## config.mk

```make
export PLATFORM = sky130hd
export DESIGN_NAME = serial_rx_align
export DESIGN_NICKNAME = d
export VERILOG_FILES = /design/src/rtl/phy_pkg.sv /design/src/rtl/serial_rx_align_com_detect.sv /design/src/rtl/serial_rx_align.sv
export SDC_FILE = /design/constraint.sdc
export NUM_CORES = 1
export LEC_CHECK = 0
export ABC_AREA = 1
export CAP_MARGIN = 5
export CELL_PAD_IN_SITES_DETAIL_PLACEMENT = 0
export CELL_PAD_IN_SITES_GLOBAL_PLACEMENT = 2
export CORE_MARGIN = 2
export CORE_UTILIZATION = 30
export DETAILED_ROUTE_END_ITERATION = 7
export PLACE_DENSITY = 0.84
export SLEW_MARGIN = 15
export SYNTH_ARGS = -nofsm -noshare
export SYNTH_HDL_FRONTEND = slang
export SYNTH_SLANG_ARGS = --single-unit
```

## constraint.sdc

```tcl
create_clock -name clk16 -period 1.38 [get_ports clk16]
set_input_delay 0.276 -clock clk16 [delete_from_list [all_inputs] [get_ports clk16]]
set_output_delay 0.276 -clock clk16 [all_outputs]
set_load 0.02 [all_outputs]
```

## src/rtl/phy_pkg.sv

```systemverilog
// phy_pkg
// Shared definitions for the PHY receive front end.
//   COM_SYM            : comma/idle symbol hunted for byte alignment
//   DEFAULT_LOCK_COUNT : aligned COMs needed before the link is declared active
//   rx_state_e         : alignment FSM states (also the encoding seen on state_o)
package phy_pkg;

    localparam logic [7:0] COM_SYM            = 8'hBC;
    localparam int         DEFAULT_LOCK_COUNT = 4;

    typedef enum logic [1:0] {
        SEARCH = 2'd0,
        ALIGN  = 2'd1,
        LOCKED = 2'd2
    } rx_state_e;

endpackage

```

## src/rtl/serial_rx_align_com_detect.sv

```systemverilog
// com_detect
// Serial-to-byte window plus COM comparator.
//   clk_i    : bit clock, rising edge
//   rst_i    : synchronous active-high reset, clears the window
//   bit_i    : serial bit, MSB first
//   nxt_o    : byte completed by the current bit ({previous 7 bits, bit_i})
//   is_com_o : nxt_o equals COM
module com_detect #(
    parameter logic [7:0] COM = 8'hBC
) (
    input  logic       clk_i,
    input  logic       rst_i,
    input  logic       bit_i,
    output logic [7:0] nxt_o,
    output logic       is_com_o
);

    // Only the seven most recent bits need to be stored: the eighth bit of
    // every window is the live input, so the oldest bit of an 8-bit register
    // would never be read.
    logic [6:0] sr_q;

    assign nxt_o    = {sr_q, bit_i};
    assign is_com_o = (nxt_o == COM);

    always_ff @(posedge clk_i) begin
        if (rst_i) begin
            sr_q <= 7'd0;
        end else begin
            sr_q <= nxt_o[6:0];
        end
    end

endmodule

```

## src/rtl/serial_rx_align.sv

```systemverilog
// serial_rx_align
// Serial receiver front end: hunts for COM at any bit offset, confirms
// alignment with LOCK_COUNT consecutive aligned COMs, then emits one byte
// every 8 bits as {valid, byte} with a one-cycle strobe.
//   clk16       : serial bit clock, rising edge
//   reset       : synchronous active-high reset, overrides every transition
//   serial_in   : serial data, MSB first, one bit per cycle
//   data_out    : {valid, byte}; valid is 0 when the byte is COM; held between strobes
//   data_strobe : one-cycle pulse, data_out updated this cycle
//   active      : link aligned and locked
//   state_o     : current alignment FSM state (rx_state_e encoding), for observation
//
// Handshake: data_strobe is a pure valid pulse with no back-pressure; the
// consumer must take data_out in the cycle data_strobe is high.
module serial_rx_align
    import phy_pkg::*;
#(
    parameter logic [7:0]  COM        = COM_SYM,
    parameter int unsigned LOCK_COUNT = DEFAULT_LOCK_COUNT
) (
    input  logic       clk16,
    input  logic       reset,
    input  logic       serial_in,
    output logic [8:0] data_out,
    output logic       data_strobe,
    output logic       active,
    output logic [1:0] state_o
);

    localparam logic [1:0] ST_SEARCH = SEARCH;
    localparam logic [1:0] ST_ALIGN  = ALIGN;
    localparam logic [1:0] ST_LOCKED = LOCKED;
    localparam logic [3:0] LOCK_CNT  = 4'(LOCK_COUNT);

    logic [7:0] nxt;
    logic       is_com;

    logic [1:0] state_q,   state_d;
    logic [2:0] bit_cnt_q, bit_cnt_d;
    logic [3:0] com_cnt_q, com_cnt_d;
    logic [8:0] data_q,    data_d;
    logic       strobe_q,  strobe_d;
    logic       active_q,  active_d;
    logic       boundary;

    com_detect #(
        .COM (COM)
    ) u_com_detect (
        .clk_i    (clk16),
        .rst_i    (reset),
        .bit_i    (serial_in),
        .nxt_o    (nxt),
        .is_com_o (is_com)
    );

    // bit_cnt is zeroed on the cycle the first COM completes, so it reads 7
    // exactly when a later aligned byte completes.
    assign boundary = (bit_cnt_q == 3'd7);

    always_comb begin
        state_d   = state_q;
        bit_cnt_d = bit_cnt_q + 3'd1;
        com_cnt_d = com_cnt_q;
        data_d    = data_q;
        strobe_d  = 1'b0;
        active_d  = active_q;

        case (state_q)
            ST_SEARCH: begin
                // Free-running count is meaningless while hunting.
                bit_cnt_d = bit_cnt_q;
                if (is_com) begin
                    bit_cnt_d = 3'd0;
                    com_cnt_d = 4'd1;
                    if (LOCK_COUNT == 1) begin
                        state_d  = ST_LOCKED;
                        active_d = 1'b1;
                    end else begin
                        state_d = ST_ALIGN;
                    end
                end
            end
            ST_ALIGN: begin
                if (boundary) begin
                    if (is_com) begin
                        com_cnt_d = com_cnt_q + 4'd1;
                        if (com_cnt_q + 4'd1 == LOCK_CNT) begin
                            state_d  = ST_LOCKED;
                            active_d = 1'b1;
                        end
                    end else begin
                        // The failing byte is dropped; hunting resumes on
                        // the next bit.
                        state_d   = ST_SEARCH;
                        com_cnt_d = 4'd0;
                    end
                end
            end
            ST_LOCKED: begin
                if (boundary) begin
                    strobe_d = 1'b1;
                    data_d   = {~is_com, nxt};
                end
            end
            default: begin
                state_d = ST_SEARCH;
            end
        endcase
    end

    always_ff @(posedge clk16) begin
        if (reset) begin
            state_q   <= ST_SEARCH;
            bit_cnt_q <= 3'd0;
            com_cnt_q <= 4'd0;
            data_q    <= 9'h000;
            strobe_q  <= 1'b0;
            active_q  <= 1'b0;
        end else begin
            state_q   <= state_d;
            bit_cnt_q <= bit_cnt_d;
            com_cnt_q <= com_cnt_d;
            data_q    <= data_d;
            strobe_q  <= strobe_d;
            active_q  <= active_d;
        end
    end

    assign data_out    = data_q;
    assign data_strobe = strobe_q;
    assign active      = active_q;
    assign state_o     = state_q;

endmodule
```

# [Word-level counts from Yosys, hierarchy flattened]
# Cells that the tools add are included.
# W data, S select, Z words.
[word_totals] reg_bits=27 latch_bits=0 ram_bits=0 romBits=0 out_inout_bits=13 word_cells=38 mem_count=0
[classes] addsub=2 mul=0 div=0 magnitude_cmp=0 n_eq_ne=8 shift=0 muxes=12 bitwise_logic=2 n_reduce_logical=7
[op_table] op="$mux W4" n=3
[op_table] op="$eq A8 B8 Y1 const B" n=1
[op_table] op="$mux W2" n=4
[op_table] op="$pmux W4 S2" n=1
[op_table] op="$reduce_and A4 Y1" n=2
[op_table] op="$mux W3" n=2
[op_table] op="$pmux W2 S3" n=1
[op_table] op="$add A4 B1 Y4 const B" n=1
[op_table] op="$eq A4 B3 Y1 const B" n=1
[op_table] op="$ne A2 B2 Y1 const B" n=2
[op_table] op="$add A3 B1 Y3 const B" n=1
[op_table] op="$eq A3 B3 Y1 const B" n=1
[op_table] op="$ne A3 B3 Y1 const B" n=1
[op_table] op="$reduce_and A3 Y1" n=1
[op_table] op="$eq A2 B1 Y1 const B" n=1
[op_table] op="$eq A2 B2 Y1 const B" n=1
[op_table] op="$logic_not A2 Y1" n=1
[op_table] op="$not A1 Y1" n=2
[op_table] op="$reduce_and A2 Y1" n=1
[op_table] op="$reduce_bool A2 Y1" n=1
[op_table] op="$reduce_or A2 Y1" n=1
[op_table] op="$mux W1" n=1

# [Longest topological paths before layout]
[depth] word_depth=6 depth_mapped=10

# [By module]
# From an unflattened synthesis, not the netlist that was laid out.
[hier_totals] cells_unflattened=148 area_unflattened_um2=1124.8
[by_module_without_submodules] module="serial_rx_align" n_inst=1 cells_each=117 area_per_inst_um2=888.4
[by_module_without_submodules] module="com_detect" n_inst=1 cells_each=31 area_per_inst_um2=236.5

# [Worst setup path after synthesis]
# No wires, ideal clock.
[synth_timing] kind="register -> register" from="register state_q[0], in the netlist state_o[0]" to="register state_q[0], in the netlist state_o[0]" arrival_ns=1.209 required_ns=1.267 path_slack_ns=0.058 path_stages_with_launch=10 path_cell_list="dfxtp_1 > inv_1 > nor2_2 > inv_1 > nor2_4 > nand2_2 > nand2_1 > nand2_1 > nand2_1 > nor2_1"
[synth_via] elab_chain_len=3
[synth_lines] item="start, declared" line_no="serial_rx_align.sv:38" rtl="logic [1:0] state_q, state_d;"
[synth_lines] item="start signal, assigned" line_no="serial_rx_align.sv:120" rtl="state_q <= state_d;"
[synth_lines] item="$eq A2 B1 Y1 (tied with other cells)" line_no="serial_rx_align.sv:68" rtl="case (state_q)"
[synth_lines] item="$ne A3 B3 Y1 (no source line) (tied with other cells)"
[synth_lines] item="$reduce_and A4 Y1 (no source line)"
# Parallel ways exist; a longest one is shown, timed or not.
# A chain may end at the register's enable or synchronous reset.

# [Worst setup path after layout]
[layout_timing] from="register bit_cnt_q[1]" to="register data_q[2], in the netlist data_out[2]"
[layout_via] elab_chain_len=2
[layout_lines] item="start, declared" line_no="serial_rx_align.sv:39" rtl="logic [2:0] bit_cnt_q, bit_cnt_d;"
[layout_lines] item="start signal, assigned" line_no="serial_rx_align.sv:121" rtl="bit_cnt_q <= bit_cnt_d;"
[layout_lines] item="$eq A3 B3 Y1" line_no="serial_rx_align.sv:58" rtl="assign boundary = (bit_cnt_q == 3'd7);"
[layout_lines] item="net boundary" line_no="serial_rx_align.sv:44" rtl="logic boundary;"
[layout_lines] item="$reduce_and A2 Y1 (no source line)"
[layout_lines] item="end signal, assigned" line_no="serial_rx_align.sv:123" rtl="data_q <= data_d;"
[layout_lines] item="end, declared" line_no="serial_rx_align.sv:41" rtl="logic [8:0] data_q, data_d;"
# The timed path passes the listed nets, and every way through them passes these cells.

==> impl_metrics.json <==
{
  "cts_buffers": 3,
  "synth_cells": 145,
  "setup_violations": 0,
  "post-route-drc-count": 0,
  "fillers": 387,
  "die_area_um2": 4180,
  "fin_crit_sh_pct": 97.0,
  "p_sw_uw": 376,
  "antenna_found_initial": 0,
  "tritoncts": "built",
  "finalCriticalPeriod_ps": 1340,
  "coreArea_um2": 3610,
  "htree_levels": 1,
  "combPwrFrac_pct": 12.5,
  "die_w_um": 64.7,
  "rsz0062_at_grt": "yes",
  "wl_per_cell_um": 10.6,
  "clk_pin_slew_ps": 90,
  "crit_path_max_incr_delay_ps": 370,
  "ys_ff_latch": 27,
  "hold_viol": 0,
  "relSlewSlack_pct": 69.2,
  "grt_pass1_vias": 931,
  "totalWireLength_um": 2380,
  "top_layer": "met4",
  "track_usage_pct": 12.1,
  "finalSetupTns_ps": 0,
  "endpoint_kind": "flop",
  "crit_slowest_cell": "dfxtp_2",
  "grt_start_max_net_pins": 17,
  "drive_gt1_share_pct": 23.3,
  "synth.distinct_cells": 18,
  "cp_max_fo": 8,
  "vias": 968,
  "diodes": 0,
  "hp-class": "in -> reg",
  "gp_congestion": 0.824,
  "power_uw": 1460,
  "nets": 183,
  "io_buffers": 15,
  "drtIter0Drc": 33,
  "area_growth_pct": 37.5,
  "p_seq_share_pct": 56.5,
  "hold_ws_ps": 258,
  "syn_area_per_cell_um2": 7.62,
  "synth-seq-area-share_pct": 48.9,
  "crit_type": "reg -> reg",
  "outcome": "completed",
  "grt_pass1_wl_um": 4020,
  "clk_latency_ps": 270,
  "critPathArrivalTime_ps": 1510,
  "wl_met3_um": 52,
  "instances_no_fill": 224,
  "ir_worst_vdd_uv": 476,
  "avgViaCountPerCell": 4.32,
  "place_hpwl_um": 1600,
  "ys_warn_count": 0,
  "ant_nets": 0,
  "dr_wl_met2_um": 1230,
  "dp.cells": 214,
  "skew_ps": 2.85,
  "power.density_nw_per_um2": 964,
  "path_buf_inv": 2,
  "multiInputGateArea_um2": 519,
  "die_y_um": 64.7,
  "io_pins": 16,
  "crit_chain": "ha_4 -> ha_4 -> buf_4 -> nand3_2 -> buf_4 -> o21ai_0 -> a21oi_1",
  "drv_slew": 0,
  "p_int_uw": 1090,
  "clockBufferDepth": 2,
  "switching_share_pct": 25.7,
  "power.share.clock_pct": 31.0,
  "grt_overflow_total": 0,
  "cp-start-kind": "flop",
  "regArea_um2": 544,
  "max_freq_ghz": 0.747,
  "crit_required_ps": 1550,
  "synth.net_count": 151,
  "cap_violations": 0,
  "critPathTopFamily": "flip-flops",
  "dr.pass1.iters": 4,
  "wl_met1_um": 1070,
  "initial_core_util_pct": 30.6,
  "root_buffer": "clkbuf_8",
  "cts.sinks": 27,
  "netlist_area_um2": 1100,
  "leakage_uw": 0.000702,
  "std_cell_rows": 22,
  "worstMarginPinSlew_ps": 461
}
## final timing paths
kind	from	end	slack, ps	cells after the start
setup / recovery	bit_cnt_q[1]$_SDFFE_PP0P_	data_out[2]$_SDFFE_PP0P_	40	7
hold / removal	serial_in	u_com_detect.sr_q[0]$_SDFF_PP0_	260	3
setup reg to reg	bit_cnt_q[1]$_SDFFE_PP0P_	data_out[2]$_SDFFE_PP0P_	40	7
hold reg to reg	u_com_detect.sr_q[3]$_SDFF_PP0_	u_com_detect.sr_q[4]$_SDFF_PP0_	440	2
## cell usage in the layout, fill, tap and decap left out
cell type,netlist,final
dfxtp_1,27,24
inv_1,25,23
nand2_1,22,21
nor2_1,21,19
buf_4,0,14
a21oi_1,14,13
dlygate4sd2_1,0,13
o21ai_0,12,11
nand3_1,4,4
nor2_2,3,3
nand2_4,0,3
nor2_4,1,3
dfxtp_2,0,3
clkbuf_8,0,3
inv_2,0,2
xor2_1,2,2
a21oi_2,1,2
nand2_2,4,2
ha_4,0,2
nand3b_2,1,1
o21ai_1,0,1
nand3_2,1,1
a31oi_1,1,1
ha_1,3,1
clkinvlp_4,0,1
clkdlybuf4s50_1,0,1
dlymetal6s2s_1,0,1
buf_6,0,1
## per-stage QoR
stage | setup WS (ps) | utilization [%] | area (um2)
after CTS | 4.95 | 39.0 | 1410
after detailed placement | -264 | 38.0 | 1370
after global routing | -38.8 | 42.1 | 1520
final | 40.9 | 42.1 | 1520
after global placement | -239 | 38.0 | 1370
after floorplan | 57.9 | - | 1100
## state kept, by name, summed over array words and instances, names as in the netlist
signal,count
state_o,2
data_strobe,1
u_com_detect.sr_q,7
com_cnt_q,4
bit_cnt_q,3
data_out,9
active,1
## power by group through the flow
stage,clock (uW),combinational [uW],sequential (uW)
2_1_floorplan,0,105,842
3_3_place_gp,0,150,841
3_5_place_dp,0,151,841
4_1_cts,477,150,823
5_1_grt,503,208,832
6_report,454,182,827
## final cells by class
class,count,area share (%)
Clock buffer,3,2.72
Clock inverter,1,0.494
Multi-Input combinational cell,90,34.2
Inverter,25,6.18
Sequential cell,27,35.8
Tap cell,48,3.95
Timing Repair Buffer,30,16.6
## what timing repair did
action,CTS,global route
cloned,0,0
hold buffers,0,0
resized for setup,14,20
pin swaps,0,6
setup endpoints to repair,14,11
buffers inserted,0,6
## kinds of logic (layout without fill, tap and decap cells)
| group | count (synthesis) | after routing | synth area share [%] |
|---|---|---|---|
| buffers and inverters | 28 | 59 | 9.63 |
| xor gates and xnor gates | 2 | 2 | 1.59 |
| and+or+nand+nor | 57 | 57 | 23.3 |
| DFF | 27 | 27 | 48.9 |
| adders and majority gates | 3 | 3 | 3.40 |
| AOI/OAI and AO/OA | 28 | 28 | 13.1 |
## worst reg2reg max path, cell delays in order (launching register included)
cell and delay, ps:
dfxtp_2 370, ha_4 150, ha_4 140, buf_4 110, nand3_2 80, buf_4 170
o21ai_0 150, a21oi_1 60
## cell usage after synthesis
| master | count | area (um2) |
|---|---|---|
| nand2_2 | 4 | 25.0 |
| nand2_1 | 22 | 82.6 |
| nor2_2 | 3 | 18.8 |
| xor2_1 | 2 | 17.5 |
| a21oi_1 | 14 | 70.1 |
| nor2_4 | 1 | 11.3 |
| clkbuf_1 | 2 | 7.51 |
| inv_1 | 25 | 93.8 |
| nand3_1 | 4 | 20.0 |
| o21ai_0 | 12 | 60.1 |
| nand3b_2 | 1 | 11.3 |
| buf_2 | 1 | 5.00 |
| a31oi_1 | 1 | 6.26 |
| nand3_2 | 1 | 10.0 |
| nor2_1 | 21 | 78.8 |
| dfxtp_1 | 27 | 541 |
| ha_1 | 3 | 37.5 |
| a21oi_2 | 1 | 8.76 |
## per-layer routing
metal  vias up  track usage (%)
met4         0             3.99
li1        509                -
met1       441             14.8
met2        14             21.7
met3         4             1.74
met5         -                0
Note: power is estimated with default switching activity, not from simulation.
